<file path="config.mk">
export PLATFORM = sky130hd
export DESIGN_NAME = sequenciador_ula
export DESIGN_NICKNAME = d
export VERILOG_FILES = /design/src/rtl/sequenciador_ula.sv
export SDC_FILE = /design/constraint.sdc
export NUM_CORES = 1
export LEC_CHECK = 0
export BUFFER_PORTS_ARGS = -buffer_cell sky130_fd_sc_hd__buf_4
export CORE_MARGIN = 4
export CORE_UTILIZATION = 41
export CTS_CLUSTER_DIAMETER = 60
export DETAILED_ROUTE_END_ITERATION = 7
export PLACE_DENSITY = 0.68
export RECOVER_POWER = 50
export SETUP_SLACK_MARGIN = 0.15
export SLEW_MARGIN = 20
export SYNTH_ARGS = -nofsm -noshare
export SYNTH_HDL_FRONTEND = slang
export SYNTH_SLANG_ARGS = --single-unit
</file>
<file path="constraint.sdc">
create_clock -name clock -period 1.32 [get_ports clock]
set_input_delay 0.33 -clock clock [delete_from_list [all_inputs] [get_ports clock]]
set_output_delay 0.33 -clock clock [all_outputs]
set_load 0.02 [all_outputs]
</file>
<file path="src/rtl/sequenciador_ula.sv">
// sequenciador_ula
//   Command-driven sequencer for the X/Y/Z register + ALU datapath. It takes
//   one command per valid/ready handshake. It then steps the register codes
//   (Tx/Ty/Tz), the ALU code (Tula) and the operand mux select (op_sel).
//   Completion is signalled on done and illegal opcodes on err.
//
//   Optional feature macro: SEQ_SHIFT_EN
//     defined   -> SHL (8) / SHR (9), the SHIFT state and the shift counter exist.
//     undefined -> opcodes 8/9 are illegal and take the ERR path.
//
// Ports:
//   clock      in   rising-edge clock
//   reset_n    in   asynchronous active-low reset
//   cmd_valid  in   command present
//   cmd_ready  out  high exactly while IDLE
//   cmd_op     in   opcode (0..6 ALU ops, 8 SHL, 9 SHR, 15 CLR)
//   cmd_shamt  in   shift count for SHL/SHR
//   op_sel     out  operand mux select (0 = A, 1 = B)
//   Tx/Ty/Tz   out  register-operation codes
//   Tula       out  ALU-operation code
//   busy       out  high whenever not IDLE
//   done       out  one-cycle completion pulse
//   err        out  one-cycle illegal-opcode pulse
module sequenciador_ula #(
    parameter int SHAMT_W = 4
) (
    input  logic               clock,
    input  logic               reset_n,
    input  logic               cmd_valid,
    output logic               cmd_ready,
    input  logic [3:0]         cmd_op,
    input  logic [SHAMT_W-1:0] cmd_shamt,
    output logic               op_sel,
    output logic [2:0]         Tx,
    output logic [2:0]         Ty,
    output logic [2:0]         Tz,
    output logic [2:0]         Tula,
    output logic               busy,
    output logic               done,
    output logic               err
);

    localparam logic [2:0] R_HOLD   = 3'b000;
    localparam logic [2:0] R_LOAD   = 3'b001;
    localparam logic [2:0] R_RESET  = 3'b100;
`ifdef SEQ_SHIFT_EN
    localparam logic [2:0] R_SHIFTR = 3'b010;
    localparam logic [2:0] R_SHIFTL = 3'b011;
`endif

    typedef enum logic [2:0] {
        S_IDLE  = 3'd0,
        S_LDX   = 3'd1,
        S_LDY   = 3'd2,
        S_EXEC  = 3'd3,
`ifdef SEQ_SHIFT_EN
        S_SHIFT = 3'd4,
`endif
        S_CLR   = 3'd5,
        S_ERR   = 3'd6,
        S_DONE  = 3'd7
    } state_t;

    typedef struct packed {
        logic       ready;
        logic       busy;
        logic       done;
        logic       err;
        logic       sel;
        logic [2:0] tx;
        logic [2:0] ty;
        logic [2:0] tz;
        logic [2:0] tula;
    } outs_t;

    localparam outs_t OUTS_IDLE = '{ready: 1'b1, default: '0};

    state_t     state, state_nxt;
    outs_t      outs;
    logic       accept;
    logic [2:0] op_q, op_nxt;

    // Moore decode of a state. Outputs are registered from the next state,
    // so they line up with the state register cycle for cycle.
    function automatic outs_t decode(input state_t st, input logic [2:0] op);
        outs_t o;
        o      = '0;
        o.busy = (st != S_IDLE);
        case (st)
            S_IDLE:  o.ready = 1'b1;
            S_LDX:   o.tx    = R_LOAD;
            S_LDY: begin
                o.ty  = R_LOAD;
                o.sel = 1'b1;
            end
            S_EXEC: begin
                o.tz   = R_LOAD;
                o.tula = op;
            end
`ifdef SEQ_SHIFT_EN
            // SHL = 8 and SHR = 9 differ only in bit 0.
            S_SHIFT: o.tz = op[0] ? R_SHIFTR : R_SHIFTL;
`endif
            S_CLR: begin
                o.tx = R_RESET;
                o.ty = R_RESET;
                o.tz = R_RESET;
            end
            S_ERR:   o.err  = 1'b1;
            S_DONE:  o.done = 1'b1;
            default: o = OUTS_IDLE;
        endcase
        return o;
    endfunction

    assign accept = (state == S_IDLE) && cmd_valid;
    // The op seen by the decoder must include the one being latched this edge.
    assign op_nxt = accept ? cmd_op[2:0] : op_q;

`ifdef SEQ_SHIFT_EN
    logic [SHAMT_W-1:0] cnt;

    always_ff @(posedge clock) begin
        if (accept)
            cnt <= cmd_shamt;
        else if (state == S_SHIFT)
            cnt <= cnt - SHAMT_W'(1);
    end
`else
    logic unused_shamt;
    assign unused_shamt = ^cmd_shamt;
`endif

    always_ff @(posedge clock) begin
        if (accept)
            op_q <= cmd_op[2:0];
    end

    always_comb begin
        state_nxt = state;
        case (state)
            S_IDLE: begin
                if (cmd_valid) begin
                    case (cmd_op)
                        4'd0, 4'd1, 4'd2, 4'd3,
                        4'd4, 4'd5, 4'd6: state_nxt = S_LDX;
                        4'd15:            state_nxt = S_CLR;
`ifdef SEQ_SHIFT_EN
                        4'd8, 4'd9:       state_nxt = (cmd_shamt == '0) ? S_DONE : S_SHIFT;
`endif
                        default:          state_nxt = S_ERR;
                    endcase
                end
            end
            S_LDX:   state_nxt = S_LDY;
            S_LDY:   state_nxt = S_EXEC;
            S_EXEC:  state_nxt = S_DONE;
`ifdef SEQ_SHIFT_EN
            // Counter holds the remaining shifts including the current one.
            S_SHIFT: state_nxt = (cnt == SHAMT_W'(1)) ? S_DONE : S_SHIFT;
`endif
            S_CLR:   state_nxt = S_DONE;
            S_ERR:   state_nxt = S_IDLE;
            S_DONE:  state_nxt = S_IDLE;
            default: state_nxt = S_IDLE;
        endcase
    end

    always_ff @(posedge clock or negedge reset_n) begin
        if (!reset_n) begin
            state <= S_IDLE;
            outs  <= OUTS_IDLE;
        end else begin
            state <= state_nxt;
            outs  <= decode(state_nxt, op_nxt);
        end
    end

    assign cmd_ready = outs.ready;
    assign busy      = outs.busy;
    assign done      = outs.done;
    assign err       = outs.err;
    assign op_sel    = outs.sel;
    assign Tx        = outs.tx;
    assign Ty        = outs.ty;
    assign Tz        = outs.tz;
    assign Tula      = outs.tula;

endmodule
</file>
==> qor.txt, run 1 <==
Run status - finished, final reports clean
Area Growth Syn to Fin - 43.0%
Critical R2R Capture - op_q[0]$_DFF_P_
Fin util - 61.7%
Most common cell after layout, fill and taps aside - dfrtp_1
Number of vias per cell - 4.57
Worst Setup Start Kind - register
R2r setup slk - 0.06 ns
Largest net degree at the start of global routing - 17
Hold wc startpoint - cmd_op[2]
Largest family of logic cells by synthesized area - simple AND/OR/NAND/NOR gates
Clk_lat worst skew - 0.29 ns
Initial DRT Pass Iterations - 2
RSZ-0062 raised after global routing - true
Mux share of post-synthesis cell area - 5.87%
Vias in the first global route - 511
Root Buffer - clkbuf_4
DR iter-0 viols - 5
Die Height - 50.6 µm
Post-synthesis sequential area ratio - 61.9%
Initial antenna violation count - 0
Final Skew - 0.00723 ns
Fin. max-slew vios - 0
Syn Area/Cell - 12.4 µm²
Initial Util - 43.2%
Routed wire length - 1470 µm
Fin. Hold Viols - 0
Post-route setup TNS - 0 ns
Total track usage - 13.0%
# diodes - 0
Most frequent cells in the layout - dfrtp_1, buf_6, buf_4
Simple-gate area share of the yosys netlist - 19.1%
Final Critical Period - 1.26 ns
Vias - 516
CP endpoint kind - register
CTS Buffer Depth - 2
First-pass GRT wire length - 2460 µm
Period utilisation layout - 95.8%
DP HPWL - 982 µm
CP arrival - 1.45 ns
Die X - 50.6 µm
Slowest library cell on the worst path - dfrtp_1
WL/cell - 13.0 µm
Worst r2r src - state[1]$_DFF_PN0_
Crit Path Class - register to register
Leading area contributor after synthesis - dfrtp_1
Placeable Area - 1730 µm²
CTS buffer count - 3
Synth Area in Adders - 0%
CP Max Fanout - 4
Critical Path Source - state[1]$_DFF_PN0_
Max incr delay on CP - 0.42 ns
# DRC - 0
PwrDens - 2080 nW/µm²
Hold Path Class - input pin to register
XOR/XNOR Fraction of Synth Area - 1.17%
P_leak - 0.536 nW
Required time of the critical path - 1.51 ns
Share of layout cells above drive strength 1 - 43.2%
Setup-failing EPs final - 0
I/O Buffers - 20
F_max - 791 MHz
Top cell type's share of synthesized area - 50.3%
Global route overflow - 0
Worst r2r path cells - 3
Cells after Synth - 60
Ports - 28
Maximum capacitance violations - 0
Depth of the CTS H-tree - 1
Synthesized area - 746 µm²
Final ANT Viol Nets - 0
Ys Warns - 0
Yosys reg bits - 19
Post-synthesis compound-gate area fraction - 4.53%
Area contributors post-synth - dfrtp_1, dfxtp_1, and3_1, mux2_2, buf_4
Nets - 100
CTS tree - yes
Gpl congestion - 0.693
DIE AREA - 2560 µm²
Post-synth cell types - 23
Num rows - 15
Hold path cells - 2
Crit-path cells - nor4b_4 -> buf_4 -> mux2_4
Hold endpoint - op_q[2]$_DFF_P_
Worst-path clk slew - 0.10 ns
Max rail drop VDD - 0.000876 V
Clock Sink Count - 19
[critical path: cells and delay by family, from the launching register on]
kind	cells	cell delay [ns]
mux	1	0.30
buf+inv	1	0.18
flops	1	0.42
simple gates	1	0.27
[registers in the layout, indices dropped and copies added, names as in the netlist]
| signal | cells |
|---|---|
| op_sel | 1 |
| state | 3 |
| Ty | 2 |
| err | 1 |
| busy | 1 |
| Tula | 3 |
| op_q | 3 |
| done | 1 |
| Tz | 1 |
| cmd_ready | 1 |
| Tx | 2 |
[timing repair]
item	4_1_cts	5_1_grt
pin swaps	2	2
cloned	0	0
hold buffers	1	0
hold endpoints to repair	15	0
endpoints found under the setup margin	9	20
resized for setup	9	13
setup buffers	1	1
[how the worst max path moves through the flow]
stage / end / slack (ns) / cells after the start
2_1_floorplan: op_q[0]$_DFF_P_ / 0.06 / 2
3_3_place_gp: op_q[2]$_DFF_P_ / 0.07 / 2
3_5_place_dp: op_q[0]$_DFF_P_ / 0.03 / 2
4_1_cts: op_q[0]$_DFF_P_ / 0.04 / 3
5_1_grt: op_q[1]$_DFF_P_ / 0.01 / 3
6_report: op_q[0]$_DFF_P_ / 0.06 / 3
[power breakdown]
part	total, mW	internal (mW)	switching (mW)	leakage, nW
sequential	0.926	0.799	0.127	0.231
combinational	1.01	0.538	0.474	0.290
clock	0.278	0.117	0.161	0.0150
[layout make-up]
class,count,area (µm²)
Clock buffer,4,26.3
Fill cell,135,661
Sequential cell,19,462
Timing Repair Buffer,28,259
Inverter,3,11.3
Multi-Input combinational cell,34,277
Tap cell,25,31.3
[per-layer routing]
| layer | GRT usage, % | routed length, µm | vias to the layer above |
|---|---|---|---|
| met2 | 19.8 | 783 | 14 |
| met4 | 6.73 | 15 | 0 |
| met1 | 17.9 | 615 | 248 |
| li1 | - | - | 252 |
| met3 | 2.08 | 53 | 2 |
| met5 | 0 | 0 | - |
[Yosys cell counts (all sizes together)]
cell type	instances
buf	6
nor4b	2
and3	6
mux2i	1
dfstp	1
inv	3
dfxtp	3
a21boi	1
nor2	5
nand2b	4
conb	1
o311ai	1
mux2	3
nand3b	1
nor3	1
nor4bb	1
and2	1
xnor2	1
o211ai	1
dfrtp	15
o21ai	2
[stage by stage]
step	setup slack (ns)	instance area, µm²	instances	power, mW	hold WS, ns
4_1_cts	0.0440	1010	112	2.14	0.247
3_5_place_dp	0.0307	932	106	1.76	0.194
2_1_floorplan	0.0623	753	62	1.39	0.0344
6_report	0.0557	1070	113	2.22	0.278
5_1_grt	0.0118	1070	113	2.36	0.266
3_3_place_gp	0.0658	932	106	1.73	0.192
[cells by family (layout without fill, tap and decap cells)]
logic type / Yosys count / after routing
compound gates: 5 / 5
xor+xnor: 1 / 1
buf+inv: 9 / 35
flops: 19 / 19
mux: 4 / 4
other cells: 1 / 3
simple gates: 21 / 21
(Power assumes the default switching activity.)
==> inputs of run 2 (changes only) <==
ABC_AREA = 1   (was not set)
CELL_PAD_IN_SITES_DETAIL_PLACEMENT = 1   (was not set)
CELL_PAD_IN_SITES_GLOBAL_PLACEMENT = 1   (was not set)
CORE_UTILIZATION = 31   (was 41)
PLACE_DENSITY = 0.69   (was 0.68)
==> run 2 against run 1 <==
Compared with the run above: clock power is 4% higher; worst hold slack worse by 0.019 ns; first-iteration DRC count stayed put; register-to-register slack better by 0.05 ns; maximum frequency is 0.15% lower; non-clock buffer count is 6 lower; clock skew is 0.00061 ns lower; count of clock-buffer cells in the layout is 1 lower; synthesized area is 1.2% higher; critical endpoint is now cmd_ready.
==> qor.txt, run 2 <==
Worst r2r path cells - 5 (+2)
DP HPWL - 1170 µm (+19%)
Placeable Area - 2250 µm² (+31%)
CP Max Fanout - 1 (-3)
I/O Buffers - 20 (unchanged)
Ys Warns - 0 (unchanged)
RSZ-0062 raised after global routing - true
Async SR Flop Fraction - 84.2% (unchanged)
Routed wire length - 1490 µm (+1.4%)
Critical path's top delay family - flip-flops
CP endpoint - cmd_ready
Worst Setup Start Kind - register
Most numerous cell in the Yosys netlist - nand2_1
# diodes - 0 (unchanged)
Share of layout cells above drive strength 1 - 40.2% (-3.0 points)
CTS buffer count - 3 (unchanged)
P_leak - 0.575 nW (+7.2%)
DIE AREA - 3290 µm² (+28%)
Max incr delay on CP - 0.54 ns (+0.12 ns)
CP arrival - 0.94 ns (-0.51 ns)
Most common cell after layout, fill and taps aside - dfrtp_1
WL/cell - 11.5 µm (-12%)
CTS Buffer Depth - 2 (unchanged)
Tot Pwr - 2.27 mW (+2.5%)
Clock Sink Count - 19 (unchanged)
Final Skew - 0.00662 ns (-0.000607 ns)
Die X - 57.3 µm (+13%)
Most frequent cells in the layout - dfrtp_1, nand2_1, buf_6
Crit Path Class - register to output pin
Number of synthesized flops with an enable pin - 0 (unchanged)
Worst-path clk slew - 0.11 ns (about the same)
Fin. max-slew vios - 0 (unchanged)
First-pass GRT wire length - 2320 µm (-5.6%)
F_max - 790 MHz (-0.15%)
Final Critical Period - 1.27 ns (+0.00195 ns)
CP endpoint kind - output pin
Clk_lat worst skew - 0.30 ns (about the same)
Syn Area/Cell - 9.67 µm² (-22%)
Initial Util - 33.5% (-9.7 points)
Placement-stage worst setup slack - 0.188 ns (+0.157 ns)
Area contributors post-synth - dfrtp_1, nand2_1, dfxtp_1, inv_1, buf_4
PwrDens - 2150 nW/µm² (+3.3%)
Critical R2R Capture - state[0]$_DFF_PN0_
Yosys reg bits - 19 (unchanged)
# DRC - 0 (unchanged)
Top cell type's share of synthesized area - 49.8% (-0.58 points)
Maximum capacitance violations - 0 (unchanged)
Initial DRT Pass Iterations - 2 (unchanged)
Synth top cells by count - nand2_1, dfrtp_1, inv_1
Vias - 592 (+15%)
Multi-input logic area - 258 µm² (-6.8%)
Post-synthesis sequential area ratio - 61.2% (-0.72 points)
Vias in the first global route - 555 (+8.6%)
Post-synth cell types - 21 (-8.7%)
Slowest library cell on the worst path - dfstp_2
Cells after Synth - 78 (+30%)
Sequential Area - 462 µm² (unchanged)
Worst r2r src - state[0]$_DFF_PN0_
R2r setup slk - 0.11 ns (+0.05 ns)
Worst setup margin - 0.0538 ns (-0.00195 ns)
Final ANT Viol Nets - 0 (unchanged)
Commonest register cell after synthesis - dfrtp_1
Gpl congestion - 0.735 (+6.0%)
DR iter-0 viols - 5 (unchanged)
Total track usage - 9.36% (-3.7 points)
Max rail drop VDD - 0.00103 V (+17%)
Initial antenna violation count - 0 (unchanged)
Global route overflow - 0 (unchanged)
Fill cells - 266 (+97%)
Largest net degree at the start of global routing - 17 (unchanged)
Crit-path cells - buf_6
Number of vias per cell - 4.55 (-0.27%)
Post-route setup TNS - 0 ns (unchanged)
Num rows - 17 (+2)
Die Height - 57.3 µm (+13%)
Setup-failing EPs final - 0 (unchanged)
Buffers & Inverters on Critical Path - 1 (unchanged)
Leading area contributor after synthesis - dfrtp_1
Critical Path Source - cmd_ready$_DFF_PN1_
Fin. Hold Viols - 0 (unchanged)
Run status - finished, final reports clean
Hold Path Class - input pin to register
CTS tree - yes
Depth of the CTS H-tree - 1 (unchanged)
Root Buffer - clkbuf_4
Number of stages on the worst setup path - 1 (-2)
Nets - 114 (+14%)
Synthesized area - 754 µm² (+1.2%)
Ports - 28 (unchanged)
Area Growth Syn to Fin - 40.1%
Required time of the critical path - 0.99 ns (-0.52 ns)
Period utilisation layout - 95.9% (+0.15 points)
## run 2: cell types whose count changed after synthesis, moves of 3 or more
| cell | delta |
|---|---|
| nand2b_1 | -4 |
| and3_1 | -6 |
| inv_1 | +9 |
| a21oi_1 | +4 |
| nand2_1 | +18 |
| mux2_2 | -3 |
| nand3_1 | +3 |
## run 2: stage by stage
| stage | cells | area, µm² | util, % | hold slack [ns] |
|---|---|---|---|---|
| CTS | 129 | 981 | 43.5 | 0.262 |
| global route | 130 | 1060 | 46.9 | 0.251 |
| floorplan | 80 | 762 | - | 0.0344 |
| finish | 130 | 1060 | 46.9 | 0.259 |
| detailed placement | 124 | 917 | 40.7 | 0.194 |
| global placement | 124 | 917 | 40.7 | 0.194 |
## run 2: power breakdown
group | internal (mW) | leakage [nW] | total [mW] | switching, mW
clock network | 0.113 | 0.0177 | 0.288 | 0.175
logic | 0.436 | 0.326 | 1.04 | 0.609
registers | 0.802 | 0.231 | 0.938 | 0.136
total | 1.35 | 0.575 | 2.27 | 0.920
## run 2: area by class of cell
type / instances / area share [%]
repair buffers: 22 / 20.6
flip-flops and latches: 19 / 43.7
clock buffers: 3 / 2.13
clock inverters: 1 / 0.473
well taps: 28 / 3.31
inverters: 14 / 5.44
multi-input cells: 43 / 24.4
## run 2: logic make-up (layout without fill, tap and decap cells)
kind of cell           count (synthesis)  after routing  synth area share (%)
and+or+nand+nor                       34             34                  23.1
other                                  1              3                 0.497
DFF                                   19             19                  61.2
buffers and inverters                 18             40                  11.1
AOI/OAI and AO/OA                      6              6                  4.15
## run 2: worst min-delay path by stage
stage / start / endpoint / slack, ns / cells past startpoint
after floorplan: reset_n / Tula[0]$_DFF_PN0_ / 0.03 / 0
final: cmd_op[1] / op_q[1]$_DFF_P_ / 0.26 / 3
after CTS: cmd_op[0] / op_q[0]$_DFF_P_ / 0.26 / 3
after global routing: cmd_op[0] / op_q[0]$_DFF_P_ / 0.25 / 3
after detailed placement: reset_n / op_sel$_DFF_PN0_ / 0.19 / 1
after global placement: reset_n / op_sel$_DFF_PN0_ / 0.19 / 1
## run 2: what timing repair did
action / in CTS / in global routing
pin swaps: 0 / 5
gates resized for setup: 7 / 23
endpoints found under the hold margin: 15 / 0
hold buffers: 1 / 0
setup buffers: 0 / 1
gates cloned: 0 / 0
setup endpoints to repair: 7 / 22
## run 2: per-layer routing
metal	wire (µm)	vias up	share of wire, %	track usage [%]
li1	-	279	-	-
met1	629	287	42	9.65
met2	758	24	51	16.5
met3	76	2	5.1	2.71
met4	25	0	1.7	5.96
met5	0	-	0	0
